File: src/rtl/serial_alu_seq.sv
// Bit-serial ALU sequencer: walks two WIDTH-bit operands LSB-first through a single-bit ALU
// slice, one bit per clock, and registers the assembled result and flags.
module serial_alu_seq #(
    parameter int unsigned WIDTH = 32
) (
    input  logic             clk,
    input  logic             rst,
    input  logic             start,
    input  logic [WIDTH-1:0] a,
    input  logic [WIDTH-1:0] b,
    input  logic [3:0]       ALUOp,
    output logic             busy,
    output logic             done,
    output logic [WIDTH-1:0] result,
    output logic             zero,
    output logic             carry,
    output logic             overflow
);

    localparam int unsigned CntW = $clog2(WIDTH);

    localparam logic [3:0] OpAnd  = 4'b0000;
    localparam logic [3:0] OpOr   = 4'b0001;
    localparam logic [3:0] OpAdd  = 4'b0010;
    localparam logic [3:0] OpSub  = 4'b0110;
    localparam logic [3:0] OpNor  = 4'b1100;
    localparam logic [3:0] OpNand = 4'b1101;

    typedef enum logic [1:0] {StIdle, StRun, StDone} state_e;

    state_e state_q, state_d;

    logic [WIDTH-1:0] a_q, a_d, b_q, b_d, res_q, res_d;
    logic [3:0]       op_q, op_d;
    logic [CntW-1:0]  cnt_q, cnt_d;
    logic             cin_q, cin_d;
    logic [WIDTH-1:0] result_q, result_d;
    logic             zero_q, zero_d, carry_q, carry_d, ovf_q, ovf_d;

    logic             s_a, s_b, s_bx, s_res, s_cout, is_arith;
    logic [WIDTH-1:0] res_shifted;

    // Single-bit ALU slice
    always_comb begin
        s_a    = a_q[0];
        s_b    = b_q[0];
        s_bx   = (op_q == OpSub) ? ~s_b : s_b;
        s_res  = 1'b0;
        s_cout = 1'b0;
        case (op_q)
            OpAnd:  s_res = s_a & s_b;
            OpOr:   s_res = s_a | s_b;
            OpAdd, OpSub: begin
                s_res  = s_a ^ s_bx ^ cin_q;
                s_cout = (s_a & s_bx) | (cin_q & (s_a ^ s_bx));
            end
            OpNor:  s_res = ~s_a & ~s_b;
            OpNand: s_res = ~s_a | ~s_b;
            default: s_res = 1'b0;
        endcase
    end

    assign is_arith    = (op_q == OpAdd) || (op_q == OpSub);
    assign res_shifted = {s_res, res_q[WIDTH-1:1]};

    always_comb begin
        state_d  = state_q;
        a_d      = a_q;
        b_d      = b_q;
        op_d     = op_q;
        cnt_d    = cnt_q;
        cin_d    = cin_q;
        res_d    = res_q;
        result_d = result_q;
        zero_d   = zero_q;
        carry_d  = carry_q;
        ovf_d    = ovf_q;
        case (state_q)
            StIdle: begin
                if (start) begin
                    a_d     = a;
                    b_d     = b;
                    op_d    = ALUOp;
                    cnt_d   = '0;
                    cin_d   = (ALUOp == OpSub);
                    res_d   = '0;
                    state_d = StRun;
                end
            end
            StRun: begin
                res_d = res_shifted;
                cin_d = s_cout;
                a_d   = a_q >> 1;
                b_d   = b_q >> 1;
                cnt_d = cnt_q + 1'b1;
                if (cnt_q == CntW'(WIDTH - 1)) begin
                    // On the MSB bit, cin_q is the carry into the sign position
                    result_d = res_shifted;
                    zero_d   = (res_shifted == '0);
                    carry_d  = is_arith & s_cout;
                    ovf_d    = is_arith & (cin_q ^ s_cout);
                    cnt_d    = '0;
                    state_d  = StDone;
                end
            end
            StDone:  state_d = StIdle;
            default: state_d = StIdle;
        endcase
    end

    always_ff @(posedge clk or posedge rst) begin
        if (rst) begin
            state_q <= StIdle;
        end else begin
            state_q <= state_d;
        end
    end

    always_ff @(posedge clk or posedge rst) begin
        if (rst) begin
            a_q      <= '0;
            b_q      <= '0;
            op_q     <= '0;
            cnt_q    <= '0;
            cin_q    <= 1'b0;
            res_q    <= '0;
            result_q <= '0;
            zero_q   <= 1'b1;
            carry_q  <= 1'b0;
            ovf_q    <= 1'b0;
        end else begin
            a_q      <= a_d;
            b_q      <= b_d;
            op_q     <= op_d;
            cnt_q    <= cnt_d;
            cin_q    <= cin_d;
            res_q    <= res_d;
            result_q <= result_d;
            zero_q   <= zero_d;
            carry_q  <= carry_d;
            ovf_q    <= ovf_d;
        end
    end

    assign busy     = (state_q == StRun);
    assign done     = (state_q == StDone);
    assign result   = result_q;
    assign zero     = zero_q;
    assign carry    = carry_q;
    assign overflow = ovf_q;

endmodule

File: config.mk
export PLATFORM = sky130hd
export DESIGN_NAME = serial_alu_seq
export DESIGN_NICKNAME = d
export VERILOG_FILES = /design/src/rtl/serial_alu_seq.sv
export SDC_FILE = /design/constraint.sdc
export NUM_CORES = 1
export LEC_CHECK = 0
export ABC_AREA = 1
export ABC_CLOCK_PERIOD_IN_PS = 7500
export CORE_MARGIN = 3
export CORE_UTILIZATION = 50
export CTS_CLUSTER_DIAMETER = 100
export DETAILED_ROUTE_END_ITERATION = 12
export HOLD_SLACK_MARGIN = 0.05
export PLACE_DENSITY = 0.76
export SYNTH_ARGS = -nofsm -noshare
export SYNTH_HDL_FRONTEND = slang
export SYNTH_SLANG_ARGS = --single-unit
File: constraint.sdc
create_clock -name clk -period 7.5 [get_ports clk]
set_input_delay 0.75 -clock clk [delete_from_list [all_inputs] [get_ports clk]]
set_output_delay 0.75 -clock clk [all_outputs]
set_load 0.02 [all_outputs]
==> run_results.csv, run 1 <==
group,metric,value,unit
power_and_ir_drop,internal_power,1.89,mW
timing,fin_skew,13.6,ps
global_route,first_global_vias,4679,
cts,clockBufferDepth,2,
route,ant_nets,0,
worst_setup_path,crit_type,"flop to output pin",
logic_synthesis,synth.area.top_cells,"dfrtp_1 (58%), nand2_1 (7.7%), o21ai_0 (6.1%)",
route,drc_errors,0,
flow_run,maxCapViolations,0,
worst_hold_path,hold_depth,2,
finish,finish.net_count,831,
route,vias_per_cell,5.28,
timing,setup_viol_count_final,0,
logic_synthesis,synth_edf_count,0,
route,drt-initial-drc-count,439,
cts,hold_buffers,0,
timing,period_needed,3180,ps
cts,post_cts_buffers,0,
cts,clock_latency,410,ps
global_route,antenna_found_initial,0,
placement,gp_congestion,0.810,
logic_synthesis,synth_area,6030,um^2
timing,drv_slew,0,
power_and_ir_drop,p_leak,3.34,nW
worst_setup_path,crit_arrival,2430,ps
power_and_ir_drop,combPwrFrac,32.2,%
worst_setup_path,crit_required,6750,ps
cts,cts_resized,0,
floorplan,core_area,11600,um^2
floorplan,start_util,52.0,%
floorplan,placementRows,39,
worst_setup_path,endpoint_kind,"output pin",
power_and_ir_drop,switching_share,35.4,%
cts,clock-sinks,142,
cts,tritoncts,"yes",
logic_synthesis,synthesis.instances,667,
global_route,grt-busiest-layer,"met2",
logic_synthesis,yosys.area.top_type,"dfrtp_1",
timing,rsz0062_at_grt,"no",
power_and_ir_drop,design_power_total,2.92,mW
power_and_ir_drop,clockPowerShare,27.0,%
floorplan,die_w,116,um
floorplan,dieArea,13400,um^2
timing,tns,0,ps
finish,layout-drive-gt1-share,6.10,%
power_and_ir_drop,max-vdd-ir-drop,0.195,mV
route,dr.pass1.iters,5,
floorplan,die_h,116,um
finish,synthToLayoutAreaGrowth,26.8,%
worst_setup_path,r2r_end,"a_q[29]",
logic_synthesis,synth.net_count,741,
run_status,status,"finished clean",
placement,port_buffers,107,
worst_hold_path,hold_start,"result[11]",
logic_synthesis,ys_seq_elements,142,
logic_synthesis,yosysWarnings,0,
route,vias,4817,
timing,hold_viol_final,0,
logic_synthesis,synthDistinctLibCells,28,
power_and_ir_drop,seqPwrFrac,40.8,%
logic_synthesis,synth_top_area_share,58.5,%
global_route,use_met1,27.7,%
worst_setup_path,r2r_cells,5,
finish,diodes,0,
global_route,grt_use_met2,31.7,%
worst_hold_path,hold_path_end,"result[11]",
logic_synthesis,seq_area_frac_synth,58.9,%
worst_setup_path,reg2reg_slack,4870,ps
worst_setup_path,worstSetupStartpointType,"flop",
timing,period_share,42.4,%
global_route,grtUsageTotal,20.0,%
power_and_ir_drop,power_switching,1.03,mW
logic_synthesis,avgSynthCellArea,9.05,um^2
route,drt-total-wl,12800,um
timing,tightest_slew,921,ps
logic_synthesis,synth-async-reset-ratio,100,%
global_route,grt_pass1_wl,21600,um
global_route,use_met3,4.33,%
timing,fmax,0.315,GHz
worst_hold_path,min_path_type,"flop to flop",
cts,path_clk_slew,60,ps
timing,relSlewSlack,38.6,%
cts,cts_buffers,17,
route,wire_per_inst,14.0,um
global_route,grt-ovfl-total,0,
cts,htree_levels,4,
cts,cts_root_buf,"clkbuf_16",
power_and_ir_drop,p_per_area,382,nW/um^2
placement,dp.final_hpwl,8400,um
worst_setup_path,crit_fanout,70,
logic_synthesis,synthFlopType,"dfrtp_1",
floorplan,io_pins,108,
worst_setup_path,critPathLaunch,"state_q[1]",
worst_setup_path,r2r_start,"state_q[1]",
global_route,grt_max_degree,75,
[layer usage]
metal	vias to the layer above	wire length [um]
met4	0	136
met3	12	750
met2	148	6020
met1	2274	5860
li1	2383	-
met5	-	0
[synthesized netlist by cell type, types with 3 or more instances]
cell type and count:
inv_2 3, buf_1 4, o21ai_1 19, buf_4 16, dfrtp_1 141, clkbuf_1 4
nor2_1 91, o21ai_0 74, inv_1 45, a21oi_1 68, o22ai_1 32, nand4_1 3
buf_2 15, nand3_1 10, nand2_1 123
[area by class of cell]
cell class	instances	area, um^2
sequential	142	3550
clock buffer	20	457
inverter	48	185
clock inverter	12	110
timing repair buffer	112	1110
fill	913	3960
multi-input combinational	436	2060
tap	143	179
[flip-flops by register name, summed over array words and instances (netlist names)]
signal / flops
b_q: 32
cin_q: 1
overflow: 1
cnt_q: 5
a_q: 32
res_q: 31
zero: 1
op_q: 4
carry: 1
state_q: 2
result: 32
[cells in the final DEF, fill, tap and decap left out, drive strengths merged]
cell           Yosys  layout
a21oi             68      68
a22o               2       2
a32o               2       2
buf               37       5
bufinv             0       1
clkbuf             4      20
clkdlybuf4s50      0     107
clkinv             0       4
clkinvlp           0       4
dfrtp            141     141
dfstp              1       1
fa                 1       1
ha                 2       2
inv               48      51
mux2i              1       1
nand2            124     124
nand3             10      10
nand4              3       3
nor2              94      94
nor3b              1       1
o21ai             93      93
o22ai             32      32
or2                1       1
xor2               2       2
[cell families after synthesis]
family / synth area share, %
adder cells (fa/ha/maj): 0.747
AO/OA/AOI/OAI: 17.3
flip-flops: 58.9
multiplexers: 0.166
buffers and inverters: 7.09
XOR/XNOR: 0.290
AND/OR/NAND/NOR: 15.5
[worst max-delay path, cell delays in order, from the launching register on]
cell and delay (ps):
dfrtp_1 480, nor2_8 750, clkdlybuf4s50_1 760
[worst max-delay path by stage]
stage	end	slack, ps	cells after the start
after floorplan	a_q[0]	2940	1
after global placement	busy	4790	2
after detailed placement	busy	4760	2
after CTS	busy	4330	2
after global routing	busy	4210	2
final	busy	4320	2
[metrics by stage]
step	hold WS, ps	std cells	cell area (um^2)	worst slack, ps	util [%]
after floorplan	454	667	6030	2940	-
after global placement	457	881	7080	4790	61.0
after detailed placement	472	881	7080	4760	61.0
after CTS	486	913	7650	4330	65.9
after global routing	511	913	7650	4210	65.9
final	479	913	7650	4320	65.9
[power groups by stage]
stage          logic [mW]  clock network, mW  registers, mW
2_1_floorplan       0.695                  0           1.20
3_3_place_gp        0.905                  0           1.19
3_5_place_dp        0.942                  0           1.20
4_1_cts             0.950              0.801           1.19
5_1_grt              1.08              0.834           1.23
6_report            0.942              0.789           1.19
No activity file was read; power rests on OpenSTA's default activity.
==> run 2: changes to the inputs <==
Settings changed: ABC_CLOCK_PERIOD_IN_PS 7500 to 2600, CORE_UTILIZATION 50 to 47, PLACE_DENSITY 0.76 to 0.75.
Clock period 7.5 ns to 2.6 ns, I/O delays scaled along.
==> run_results.csv, run 2 (synthesis gave the netlist of run 1 again) <==
group,metric,value,unit
floorplan,die_w,119,um
worst_setup_path,slowest_delay,650,ps
worst_setup_path,endpoint_kind,"output pin",
cts,clock_latency,420,ps
route,drt-total-wl,13100,um
placement,dp.final_hpwl,8670,um
worst_setup_path,cp_top_family,"buffers and inverters",
worst_setup_path,path_buf_inv,2,
placement,dp_slack,680,ps
cts,tritoncts,"yes",
timing,worst_hold_slack,111,ps
cts,clockBufferDepth,2,
global_route,grtUsageTotal,19.4,%
cts,cts_root_buf,"clkbuf_16",
power_and_ir_drop,internal_power,5.70,mW
route,ant_nets,0,
floorplan,dieArea,14200,um^2
route,vias_per_cell,5.13,
cts,post_cts_buffers,0,
timing,tns,0,ps
cts,cts_buffers,17,
cts,htree_levels,4,
finish,stdcell_area,7780,um^2
floorplan,start_util,49.2,%
worst_setup_path,worstSetupStartpointType,"flop",
power_and_ir_drop,p_per_area,1110,nW/um^2
worst_setup_path,crit_arrival,1900,ps
cts,hold_buffers,0,
global_route,grt-ovfl-total,0,
finish,final_util,63.5,%
power_and_ir_drop,switching_share,34.2,%
placement,placed_cell_area,7180,um^2
flow_run,maxCapViolations,0,
worst_setup_path,cp_cell_sequence,"inv_1, nor2_1, clkdlybuf4s50_1",
route,vias,4833,
finish,synthToLayoutAreaGrowth,29.0,%
cts,path_clk_slew,60,ps
timing,fin_skew,5.97,ps
timing,fmax,0.463,GHz
power_and_ir_drop,p_leak,3.40,nW
placement,port_buffers,107,
global_route,first_global_vias,4736,
power_and_ir_drop,max-vdd-ir-drop,0.552,mV
power_and_ir_drop,design_power_total,8.67,mW
placement,gp_congestion,0.861,
global_route,grt_max_degree,71,
floorplan,placementRows,40,
global_route,grt_pass1_wl,22200,um
worst_setup_path,crit_type,"flop to output pin",
finish,finish.net_count,835,
power_and_ir_drop,seqPwrFrac,39.7,%
timing,drv_slew,0,
timing,tightest_slew,654,ps
placement,placed_cells,910,
finish,final_cells,942,
floorplan,die_h,119,um
run_status,status,"finished clean",
timing,hold_viol_final,0,
power_and_ir_drop,combPwrFrac,31.8,%
floorplan,core_area,12300,um^2
power_and_ir_drop,clockPowerShare,28.6,%
finish,diodes,0,
finish,mostFrequentLayoutCells,"dfrtp_1 (141), nand2_1 (123), clkdlybuf4s50_1 (107), nor2_1 (91), o21ai_0 (74)",
timing,relSlewSlack,56.4,%
worst_hold_path,min_path_type,"input port to async pin",
finish,nFillCells,1032,
route,drc_errors,0,
timing,period_needed,2160,ps
finish,final_common_cell,"dfrtp_1",
route,drt-initial-drc-count,264,
route,wire_per_inst,13.9,um
worst_setup_path,crit_fanout,3,
floorplan,io_pins,108,
finish,layout-drive-gt1-share,6.46,%
worst_setup_path,crit_slowest_cell,"clkdlybuf4s50_1",
route,dr.pass1.iters,5,
timing,rsz0062_at_grt,"no",
timing,setup_ws,441,ps
worst_setup_path,crit_required,2340,ps
cts,cts_resized,0,
cts,clock-sinks,142,
timing,period_share,83.0,%
global_route,antenna_found_initial,0,
timing,setup_viol_count_final,0,
power_and_ir_drop,power_switching,2.96,mW
-- run 2: changes by cell type in the layout (fill, tap and decap cells not counted), sizes merged --
cell,delta
clkinv,+4
bufinv,+3
buf,+4
clkbuf,-1
inv,-4
clkinvlp,-2
-- run 2: power by group through the flow --
stage	clock network (mW)	registers, mW	logic (mW)
floorplan	0	3.46	2.00
global placement	0	3.42	2.65
detailed placement	0	3.46	2.76
CTS	2.51	3.44	2.80
global route	2.61	3.53	3.17
finish	2.48	3.44	2.76
-- run 2: layout make-up --
class / count / area [um^2] / share of cell area, %
Clock inverter: 13 / 171 / 2.20
Clock buffer: 19 / 433 / 5.56
Timing Repair Buffer: 116 / 1180 / 15.1
Multi-Input combinational cell: 436 / 2060 / 26.4
Tap cell: 168 / 210 / 2.70
Inverter: 48 / 184 / 2.36
Sequential cell: 142 / 3550 / 45.7
-- run 2: final timing paths --
check,startpoint,to,slack [ps],cells after the start
setup reg to reg,op_q[0],res_q[31],680,8
min in group clk,result[22],result[22],480,2
max in group asynchronous,rst,zero,1820,3
hold / removal,rst,result[15],110,2
setup / recovery,state_q[1],done,440,3
hold reg to reg,result[22],result[22],480,2
-- run 2: metal layers --
metal / vias up / wire, um / global-route usage (%)
li1: 2393 / - / -
met1: 2284 / 5830 / 24.9
met2: 138 / 6150 / 30.7
met3: 18 / 900 / 6.13
met4: 0 / 220 / 7.66
met5: - / 0 / 0
==> run 3: changes to the inputs <==
Settings changed: ABC_CLOCK_PERIOD_IN_PS 2600 to 2150, CORE_UTILIZATION 47 to 50, PLACE_DENSITY 0.75 to 0.76.
Clock period 2.6 ns to 2.15 ns, I/O delays scaled along.
==> run_results.csv, run 3 (synthesis gave the netlist of run 1 again) <==
group,metric,value,unit
timing,rsz0062_at_grt,"no",
global_route,first_global_vias,4752,
cts,cts_buffers,17,
timing,period_needed,2030,ps
timing,tightest_slew,810,ps
finish,regArea,3560,um^2
finish,synthToLayoutAreaGrowth,28.8,%
global_route,grt_max_degree,66,
finish,nFillCells,923,
cts,clockBufferDepth,2,
cts,htree_levels,4,
finish,final_common_cell,"dfrtp_1",
floorplan,core_area,11600,um^2
route,vias,4844,
power_and_ir_drop,max-vdd-ir-drop,0.668,mV
worst_setup_path,endpoint_kind,"output pin",
global_route,grt_pass1_wl,22100,um
finish,multi_input_area,2060,um^2
finish,finish.net_count,840,
power_and_ir_drop,p_leak,3.40,nW
worst_setup_path,crit_type,"flop to output pin",
finish,layout-drive-gt1-share,7.08,%
power_and_ir_drop,design_power_total,10.4,mW
flow_run,maxCapViolations,0,
floorplan,dieArea,13400,um^2
floorplan,io_pins,108,
route,ant_nets,0,
worst_setup_path,crit_fanout,3,
timing,fmax,0.493,GHz
cts,clock-sinks,142,
timing,drv_slew,0,
floorplan,die_w,116,um
placement,gp_congestion,0.847,
cts,post_cts_buffers,0,
timing,fin_skew,7.77,ps
cts,path_clk_slew,60,ps
placement,port_buffers,107,
finish,diodes,0,
timing,relSlewSlack,45.9,%
power_and_ir_drop,p_per_area,1330,nW/um^2
route,dr.pass1.iters,4,
timing,period_share,94.3,%
timing,setup_viol_count_final,0,
finish,mostFrequentLayoutCells,"dfrtp_1 (140), nand2_1 (123), clkdlybuf4s50_1 (106), nor2_1 (91), o21ai_0 (74)",
worst_setup_path,crit_arrival,1810,ps
worst_setup_path,worstSetupStartpointType,"flop",
worst_setup_path,crit_required,1930,ps
floorplan,start_util,52.0,%
route,vias_per_cell,5.27,
route,drt-initial-drc-count,269,
placement,dp.final_hpwl,8630,um
global_route,antenna_found_initial,0,
worst_hold_path,min_path_type,"input port to async pin",
global_route,grt-ovfl-total,0,
timing,worst_hold_slack,214,ps
timing,hold_viol_final,0,
cts,cts_root_buf,"clkbuf_16",
run_status,status,"finished clean",
route,drc_errors,0,
route,wire_per_inst,14.4,um
route,drt-total-wl,13200,um
floorplan,placementRows,39,
floorplan,die_h,116,um
cts,tritoncts,"yes",
cts,clock_latency,410,ps
global_route,grtUsageTotal,20.8,%
run 3: area by class of cell:
class	count	share of cell area, %
timing repair buffer	120	15.7
tap	143	2.30
clock inverter	10	1.48
multi-input combinational	437	26.5
inverter	48	2.37
sequential	142	45.8
clock buffer	20	5.88
run 3: final timing paths:
kind | startpoint | slack (ps) | cells after the start | end
max in group asynchronous | rst | 1270 | 3 | state_q[1]
max | state_q[1] | 120 | 3 | done
min | rst | 210 | 2 | a_q[19]
min reg2reg | result[22] | 480 | 2 | result[22]
min in group clk | ALUOp[1] | 430 | 3 | op_q[1]
max reg2reg | state_q[1] | 200 | 6 | cin_q
run 3: worst max-delay path, stage by stage (launching register included):
cell and delay [ps]:
dfrtp_2 480, inv_1 100, nor2_1 190, clkdlybuf4s50_1 640
run 3: where the power goes:
part | total [mW] | internal [mW] | switching, mW | leakage, nW
sequential | 4.17 | 3.63 | 0.540 | 1.74
combinational | 3.36 | 1.36 | 1.99 | 1.38
clock | 2.83 | 1.75 | 1.07 | 0.274
run 3: stage by stage:
stage          util (%)  setup WS, ps  instance area (um^2)  cells  TNS, ps
2_1_floorplan         -           159                  6040    667        0
3_3_place_gp       61.9          65.1                  7190    889        0
3_5_place_dp       61.9         -20.6                  7190    889    -22.5
4_1_cts            66.8          3.89                  7760    919        0
5_1_grt            66.9          21.8                  7770    920        0
6_report           66.9           122                  7770    920        0
run 3: metal layers:
metal  wire (um)  global-route usage, %  part of all wire, %
met4         143                   6.03                  1.1
met5           0                      0                    0
met1        5830                   27.8                   44
met2        6460                   33.6                   49
met3         789                   5.64                  6.0
run 3: timing repair:
| action | in CTS | in global routing |
|---|---|---|
| pin swaps | 0 | 1 |
| cloned | 0 | 1 |
| endpoints found under the setup margin | 1 | 26 |
| hold buffers | 0 | 0 |
| resized for setup | 1 | 1 |
